===== src/rtl/poly_pkg.sv =====
`default_nettype none
// ============================================================================
// Package     : poly_pkg
// Description : Shared FSM state type and carry width for the chunked
//               GF(2)[x] multiply-by-(x^4 + x^2) datapath.
// Revision    : 1.0 - initial release
// ============================================================================
package poly_pkg;

  // One chunk of carry covers the largest shift (x^4) of the multiplier
  localparam int CARRY_W = 4;

  typedef enum logic [1:0] {
    IDLE = 2'd0,
    RUN  = 2'd1,
    DONE = 2'd2
  } state_t;

endpackage : poly_pkg
`default_nettype wire


===== src/rtl/mul_chunk_x4_plus_x2.sv =====
`default_nettype none
// ============================================================================
// Module      : mul_chunk_x4_plus_x2
// Description : Combinational slice of r = (p<<4) ^ (p<<2) over one W-bit
//               chunk. The carry holds the previous chunk's top 4 bits, so
//               ext = {chunk, carry} is the operand window aligned to x^-4.
// Revision    : 1.0 - initial release
// ============================================================================
module mul_chunk_x4_plus_x2
  import poly_pkg::*;
#(
  parameter int W = 16
) (
  input  logic [W-1:0]       chunk,
  input  logic [CARRY_W-1:0] carry,
  output logic [W-1:0]       out,
  output logic [CARRY_W-1:0] carry_next
);

  logic [W+CARRY_W-1:0] w_ext;

  assign w_ext      = {chunk, carry};
  // out[j] = ext[j+2] ^ ext[j]: x^2 term from ext[j+2], x^4 term from ext[j]
  assign out        = W'((w_ext >> 2) ^ w_ext);
  assign carry_next = chunk[W-1:W-CARRY_W];

endmodule : mul_chunk_x4_plus_x2
`default_nettype wire


===== src/rtl/mul_by_x4_plus_x2_seq.sv =====
`default_nettype none
// ============================================================================
// Module      : mul_by_x4_plus_x2_seq
// Description : Multi-cycle GF(2)[x] multiplier r = p * (x^4 + x^2) mod x^N,
//               one W-bit chunk per cycle, LSB chunk first, 4-bit carry
//               between chunks. done pulses one cycle with r valid.
// Revision    : 1.0 - initial release
// ============================================================================
module mul_by_x4_plus_x2_seq
  import poly_pkg::*;
#(
  parameter int N = 64,
  parameter int W = 16
) (
  input  logic         clk,
  input  logic         rst,
  input  logic         start,
  input  logic [N-1:0] p,
  output logic         busy,
  output logic         done,
  output logic [N-1:0] r
);

  localparam int          NCHUNK = N / W;
  localparam int          CNT_W  = $clog2(NCHUNK) + 1;
  localparam logic [CNT_W-1:0] LAST_K = CNT_W'(NCHUNK - 1);

  state_t               state_q, state_d;
  logic [CNT_W-1:0]     cnt_q, cnt_d;
  logic [N-1:0]         op_q, op_d;
  logic [CARRY_W-1:0]   carry_q, carry_d;
  logic [N-1:0]         r_q, r_d;

  logic [W-1:0]         w_chunk_out;
  logic [CARRY_W-1:0]   w_carry_next;

  // Operand register shifts right each RUN cycle, so chunk k is always at the bottom
  mul_chunk_x4_plus_x2 #(
    .W (W)
  ) u_chunk (
    .chunk      (op_q[W-1:0]),
    .carry      (carry_q),
    .out        (w_chunk_out),
    .carry_next (w_carry_next)
  );

  // State and datapath registers; async reset returns everything to idle/zero
  always_ff @(posedge clk or posedge rst) begin
    if (rst) begin
      state_q <= IDLE;
      cnt_q   <= '0;
      op_q    <= '0;
      carry_q <= '0;
      r_q     <= '0;
    end else begin
      state_q <= state_d;
      cnt_q   <= cnt_d;
      op_q    <= op_d;
      carry_q <= carry_d;
      r_q     <= r_d;
    end
  end

  // Next-state, datapath update and status outputs
  always_comb begin
    state_d = state_q;
    cnt_d   = cnt_q;
    op_d    = op_q;
    carry_d = carry_q;
    r_d     = r_q;
    busy    = 1'b0;
    done    = 1'b0;

    case (state_q)
      IDLE: begin
        if (start) begin
          op_d    = p;
          carry_d = '0;
          cnt_d   = '0;
          r_d     = '0;
          state_d = RUN;
        end
      end

      RUN: begin
        busy                 = 1'b1;
        r_d[cnt_q*W +: W]    = w_chunk_out;
        carry_d              = w_carry_next;
        op_d                 = op_q >> W;
        cnt_d                = cnt_q + CNT_W'(1);
        if (cnt_q == LAST_K) begin
          state_d = DONE;
        end
      end

      DONE: begin
        done = 1'b1;
        // A start here chains straight into the next operation
        if (start) begin
          op_d    = p;
          carry_d = '0;
          cnt_d   = '0;
          r_d     = '0;
          state_d = RUN;
        end else begin
          state_d = IDLE;
        end
      end

      default: begin
        state_d = IDLE;
      end
    endcase
  end

  assign r = r_q;

endmodule : mul_by_x4_plus_x2_seq
`default_nettype wire


===== config.mk =====
export PLATFORM = sky130hd
export DESIGN_NAME = mul_by_x4_plus_x2_seq
export DESIGN_NICKNAME = d
export VERILOG_FILES = /design/src/rtl/poly_pkg.sv /design/src/rtl/mul_chunk_x4_plus_x2.sv /design/src/rtl/mul_by_x4_plus_x2_seq.sv
export SDC_FILE = /design/constraint.sdc
export NUM_CORES = 1
export LEC_CHECK = 0
export ABC_AREA = 0
export CORE_MARGIN = 3
export CORE_UTILIZATION = 40
export DETAILED_ROUTE_END_ITERATION = 16
export PLACE_DENSITY = 0.75
export SYNTH_ARGS = -nofsm -noshare
export SYNTH_HDL_FRONTEND = slang
export SYNTH_SLANG_ARGS = --single-unit

===== constraint.sdc =====
create_clock -name clk -period 14.3 [get_ports clk]
set_input_delay 3.575 -clock clk [delete_from_list [all_inputs] [get_ports clk]]
set_output_delay 3.575 -clock clk [all_outputs]
set_load 0.05 [all_outputs]

==> results.md, run 1 <==
- Synth Register Bits: ~140
- Crit path time final: around 7400 ps
- Post-DRT Antenna Nets: 0
- Status: finished clean
- Mean Syn Cell Area: roughly 11 sq um
- Synth warn: 0
- Initial core utilization: 41.6%
- Total power: between 2 and 2.5 mW
- Maxcap violations: 0
- Final hold violation count: 0
- WL per Instance: about 19 um
- Residual DRC: 0
- Met3 Resource Use GR: 5.61%
- # Post-CTS Setup Buffers: 0
- DP HPWL: roughly 11,000 um
- Hold/Removal Path Class: register to register
- Synthesized net count: 614
- Crit path cell chain: nand2b_2 > inv_4 > clkdlybuf4s50_1
- Total Neg Setup Slack: 0 ps
- Cell taking the most area after synthesis: dfrtp_1
- Logic pwr share: between 40% and 50%
- Yosys cell types: 32
- Internal power: 1.19 mW
- Worst-path fanout max: 87
- Max incr delay on CP: 1190 ps
- CP endpoint: busy
- Fillers: approximately 1,200
- Slew HR: roughly 16%
- Initial DRC Count: roughly 420
- R2R depth: 4
- Psw: approximately 0.86 mW
- Number of iterations in the first detailed-routing pass: 5
- Synth top cells by count: 137 x dfrtp_1, 65 x nand3_1, 53 x a22o_1
- Cell with the most instances after synthesis: dfrtp_1
- CP arrival: 3780 ps
- Resized cells post-CTS: 0
- NumNets Final: 723
- Crit end category: primary output
- Register area: between 0.003 and 0.004 sq mm
- Worst Tran Pin Value: 1260 ps
- Peak VDD IR: ~0.13 mV
- GP Congestion: roughly 0.81
- Synthesized cell area: around 0.0062 sq mm
- Vias: between 4,000 and 5,000
- Synth Flop Type: dfrtp_1
- Std-Cell Rows: 44
- Clock latency on the worst-skew pair: roughly 420 ps
- CTS Sinks: roughly 140
- PD cells: between 200 and 250 mW/mm^2
- Critical path class: register to primary output
- I/O Buffers: 132
- CTS Buffer Depth: 2
- Vias in the first global route: ~4,700
- Initial antenna violation count: 0
- EDFF count, synth: 0
- Clk root buf: clkbuf_16
- Worst R2R End: r[30]$_DFFE_PP0P_
- Total gr overflow: 0
- Launching point of the worst reg2reg path: state_q[0]$_DFFE_PP0P_
- Clk_skew: 6.05 ps
- Top post-synthesis cells by area: dfrtp_1 56%, mux2i_1 7.8%, a22o_1 7.5%
- FMAX: ~140 MHz
- Met1 usage: around a quarter
- WHS Path Cells: 2
- CTS buffer count: 17
- Slew Limit Fails: 0
- Layout cell share with drive strength beyond 1: under 10%
- P_leak: 3.75 nW
- RSZ-0062 raised after global routing: no
- Ys async rst share: 100%
- Clock slew at reported path FFs: 60 ps
- Die boundary height: 130 um
- Critical path launch point: state_q[0]$_DFFE_PP0P_
- Critical Path RT: roughly 11,000 ps
- Core Footprint: between 0.01 and 0.015 sq mm
- Die Wd: 130 um
- Top cell type's share of synthesized area: a little under three fifths
- Met2 usage: ~29%
- Startpoint Class: register
- Seq/Total Area, Yosys: 55.6%
- Post-Route WL: about 16,000 um
- Multi-input logic area: about 0.0024 sq mm
- CTS tree: built
- Largest net degree at the start of global routing: 88
- Flop-to-flop setup slack: 10,890 ps
- Total track usage: 18.9%
- Final Cycle Share: between 50% and 60%
- Seq pwr share: roughly 33%
- Hold_buf cts: 0
- Vias per inst: roughly 5.7
- Synth Instances: approximately 540
- H-tree Lvls: 4
- Syn-to-layout area delta: 34.0%
- Die area: approximately 0.017 sq mm
- Ant diodes: 0
- Setup Viol. Count Final: 0
- First-pass GRT wire length: 24,900 um
- Switch share: roughly two fifths
- Clock group share of total power: a little over a quarter
- Ports: 133
- Global route hottest layer: met2
- Slowest library cell on the worst path: dfrtp_4
==> power groups by stage <==
stage	logic (mW)	clock network (mW)	registers (mW)
global route	0.893	0.562	0.695
detailed placement	0.827	0	0.680
global placement	0.804	0	0.670
floorplan	0.467	0	0.776
finish	0.832	0.541	0.675
CTS	0.833	0.545	0.674
==> worst min path at each step <==
stage                              start                    to  slack, ps
finish              op_q[41]$_DFFE_PP0P_  op_q[41]$_DFFE_PP0P_        500
global route        op_q[57]$_DFFE_PP0P_  op_q[57]$_DFFE_PP0P_        510
CTS                 op_q[26]$_DFFE_PP0P_  op_q[26]$_DFFE_PP0P_        500
detailed placement  op_q[57]$_DFFE_PP0P_  op_q[57]$_DFFE_PP0P_        490
global placement    op_q[31]$_DFFE_PP0P_  op_q[31]$_DFFE_PP0P_        480
floorplan           op_q[57]$_DFFE_PP0P_  op_q[57]$_DFFE_PP0P_        470
==> kinds of logic after synthesis <==
kind of cell,share of synthesized area [%]
compound gates,16.9
xor+xnor,2.27
fa+ha+maj,1.22
buf+inv,5.22
flops,55.6
mux,7.80
simple gates,10.9
==> metal layers <==
| metal | up-vias | wire length, um |
|---|---|---|
| li1 | 2192 | - |
| met1 | 2383 | 6800 |
| met2 | 213 | 7360 |
| met3 | 16 | 1360 |
| met4 | 0 | 169 |
| met5 | - | 0 |
==> cell type report <==
type,instances,share of cell area (%)
Sequential cell,137,41.6
Clock inverter,12,3.23
Multi-Input combinational cell,337,29.4
Tap cell,184,2.79
Timing Repair Buffer,136,16.4
Inverter,21,1.05
Clock buffer,20,5.65
==> worst max-delay path, delay by kind of cell, from the launching register on <==
kind,cells,cell delay [ps]
buffers and inverters,2,1270
DFF,1,1190
and+or+nand+nor,1,870
==> flip-flops by register name, indices dropped and copies added (netlist names) <==
signal and count:
carry_q 4, cnt_q 3, op_q 64, r 64
state_q 2
==> per-stage QoR <==
step | worst slack (ps) | instance area (sq um) | std cells | hold WS, ps | util, %
after detailed placement | 7390 | 7520 | 815 | 486 | 50.8
after floorplan | 7060 | 6160 | 541 | 466 | -
final | 6950 | 8260 | 847 | 495 | 55.8
after global placement | 7440 | 7520 | 815 | 481 | 50.8
after CTS | 6920 | 8260 | 847 | 502 | 55.8
after global routing | 6690 | 8260 | 847 | 512 | 55.8
==> cells in the final DEF, fill, tap and decap left out, drive strengths merged, types with 6 or more instances in the layout <==
master	netlist	routed
dfrtp	137	137
clkdlybuf4s50	0	132
nand3	65	65
a22o	53	53
o21ai	50	50
mux2i	48	48
nand2	32	32
inv	21	21
clkbuf	20	20
o211ai	17	17
xor2	16	16
o31ai	16	16
nand4	16	16
bufinv	0	8
ha	6	6
Note: power is estimated with default switching activity, not from simulation.
==> run 2, diff against run 1 <==
==> constraint.sdc (replaced) <==
create_clock -name clk -period 7.72 [get_ports clk]
set_input_delay 1.93 -clock clk [delete_from_list [all_inputs] [get_ports clk]]
set_output_delay 1.93 -clock clk [all_outputs]
set_load 0.05 [all_outputs]
==> run 2 against run 1 <==
Setup slack got worse by 4000 ps. Critical path type unchanged. Highest routed layer unchanged. First-iteration DRC count decreased by 24%. Final area decreased by 1.4%.
==> results.md, run 2 (synthesis results as in run 1) <==
- RSZ-0062 raised after global routing: no
- Resized cells post-CTS: 0
- Most common cell after layout, fill and taps aside: dfrtp_1
- Initial DRC Count: about 320
- Die Wd: around 130 um
- Die boundary height: between 100 and 150 um
- # Post-CTS Setup Buffers: 0
- Vias per inst: approximately 5.6
- GP Congestion: ~0.8
- PD cells: between 400 and 500 mW/mm^2
- Crit end category: primary output
- Vias in the first global route: about 4,600
- Total track usage: about a fifth
- CP endpoint: busy
- Clk root buf: clkbuf_16
- Clk_skew: 12.4 ps
- Post-DRT Antenna Nets: 0
- Status: finished clean
- FMAX: approximately 210 MHz
- Total gr overflow: 0
- Initial antenna violation count: 0
- Worst-path fanout max: 53
- Initial core utilization: about two fifths
- Critical path launch point: state_q[1]$_DFFE_PP0P_
- Clock latency on the worst-skew pair: 420 ps
- Launching point of the worst reg2reg path: cnt_q[0]$_DFFE_PP0P_
- Clock slew at reported path FFs: 60 ps
- H-tree Lvls: 4
- Crit path time final: 4740 ps
- Peak VDD IR: between 0.2 and 0.25 mV
- First-pass GRT wire length: roughly 25,000 um
- Ant diodes: 0
- Final Cycle Share: slightly above 60%
- Flop-to-flop setup slack: 4490 ps
- CTS Sinks: 137
- Critical Path RT: a little under 6000 ps
- CTS tree: built
- Worst R2R End: r[14]$_DFFE_PP0P_
- Hold_buf cts: 0
- Syn-to-layout area delta: 32.1%
- Maxcap violations: 0
- Hold/Removal Path Class: register to register
- Slew Limit Fails: 0
- Final instance area: between 0.008 and 0.009 sq mm
- CP arrival: between 2000 and 3000 ps
- Multi-input logic area: about 0.0024 sq mm
- P_leak: 3.70 nW
- Slew HR: 14.6%
- Residual DRC: 0
- Std-Cell Rows: 44
- DP HPWL: 10,600 um
- Most frequent cells in the layout: 136 x dfrtp_1, 132 x clkdlybuf4s50_1, 65 x nand3_1
- Core Footprint: ~0.015 sq mm
- Total Neg Setup Slack: 0 ps
- Setup Viol. Count Final: 0
- R2R depth: 6
- Fillers: between 1,000 and 1,500
- NumNets Final: between 700 and 800
- Die area: about 0.017 sq mm
- I/O Buffers: between 100 and 150
- Final hold violation count: 0
- Min Hold Slack: ~500 ps
- Ports: 133
- Vias: 4,715
- Number of iterations in the first detailed-routing pass: 5
- WL per Instance: between 15 and 20 um
- Finished Core Util: 55.0%
- Placed Area: ~0.0075 sq mm
- Largest net degree at the start of global routing: 85
- CTS buffer count: 17
- Post-Route WL: ~15,000 um
- CTS Buffer Depth: 2
- Register area: approximately 0.0034 sq mm
- Layout cell share with drive strength beyond 1: ~8.7%
- Worst Tran Pin Value: 1280 ps
- Critical path class: register to primary output
- Startpoint Class: register
==> run 2: cell type report <==
type                       instances  area share [%]
multi-input combinational        337            29.8
timing repair buffer             137            16.7
clock inverter                    14            2.08
tap                              184            2.83
clock buffer                      18            5.40
inverter                          21            1.06
sequential                       137            42.2
==> run 2: how the worst min path moves through the flow <==
stage / to / slack [ps] / depth (start not counted) / start
floorplan: op_q[57]$_DFFE_PP0P_ / 470 / 1 / op_q[57]$_DFFE_PP0P_
global placement: op_q[44]$_DFFE_PP0P_ / 480 / 2 / op_q[44]$_DFFE_PP0P_
detailed placement: op_q[57]$_DFFE_PP0P_ / 480 / 1 / op_q[57]$_DFFE_PP0P_
CTS: op_q[32]$_DFFE_PP0P_ / 500 / 2 / op_q[32]$_DFFE_PP0P_
global route: op_q[58]$_DFFE_PP0P_ / 520 / 1 / op_q[58]$_DFFE_PP0P_
finish: op_q[58]$_DFFE_PP0P_ / 500 / 1 / op_q[58]$_DFFE_PP0P_
==> run 2: metrics by stage <==
step	power (mW)	worst slack (ps)	std cells
after floorplan	2.30	2120	541
after global placement	2.74	3450	816
after detailed placement	2.79	3400	816
after CTS	3.63	2940	848
after global routing	3.81	2850	848
final	3.62	2980	848
==> run 2: critical path, cell delays in order, from the launching register on <==
cell and delay (ps):
dfrtp_1 420, nand2b_2 700, inv_4 380, clkdlybuf4s50_1 870
==> run 2: layer usage <==
metal | vias up | track usage [%] | routed length, um
li1 | 2202 | - | -
met1 | 2300 | 24.9 | 6720
met2 | 196 | 29.3 | 7110
met3 | 17 | 6.71 | 1430
met4 | 0 | 4.28 | 176
met5 | - | 0 | 0
==> run 2: power by group <==
group	total [mW]	switching [mW]	internal, mW
registers	1.17	0.192	0.974
clock network	0.833	0.315	0.518
logic	1.62	1.08	0.536
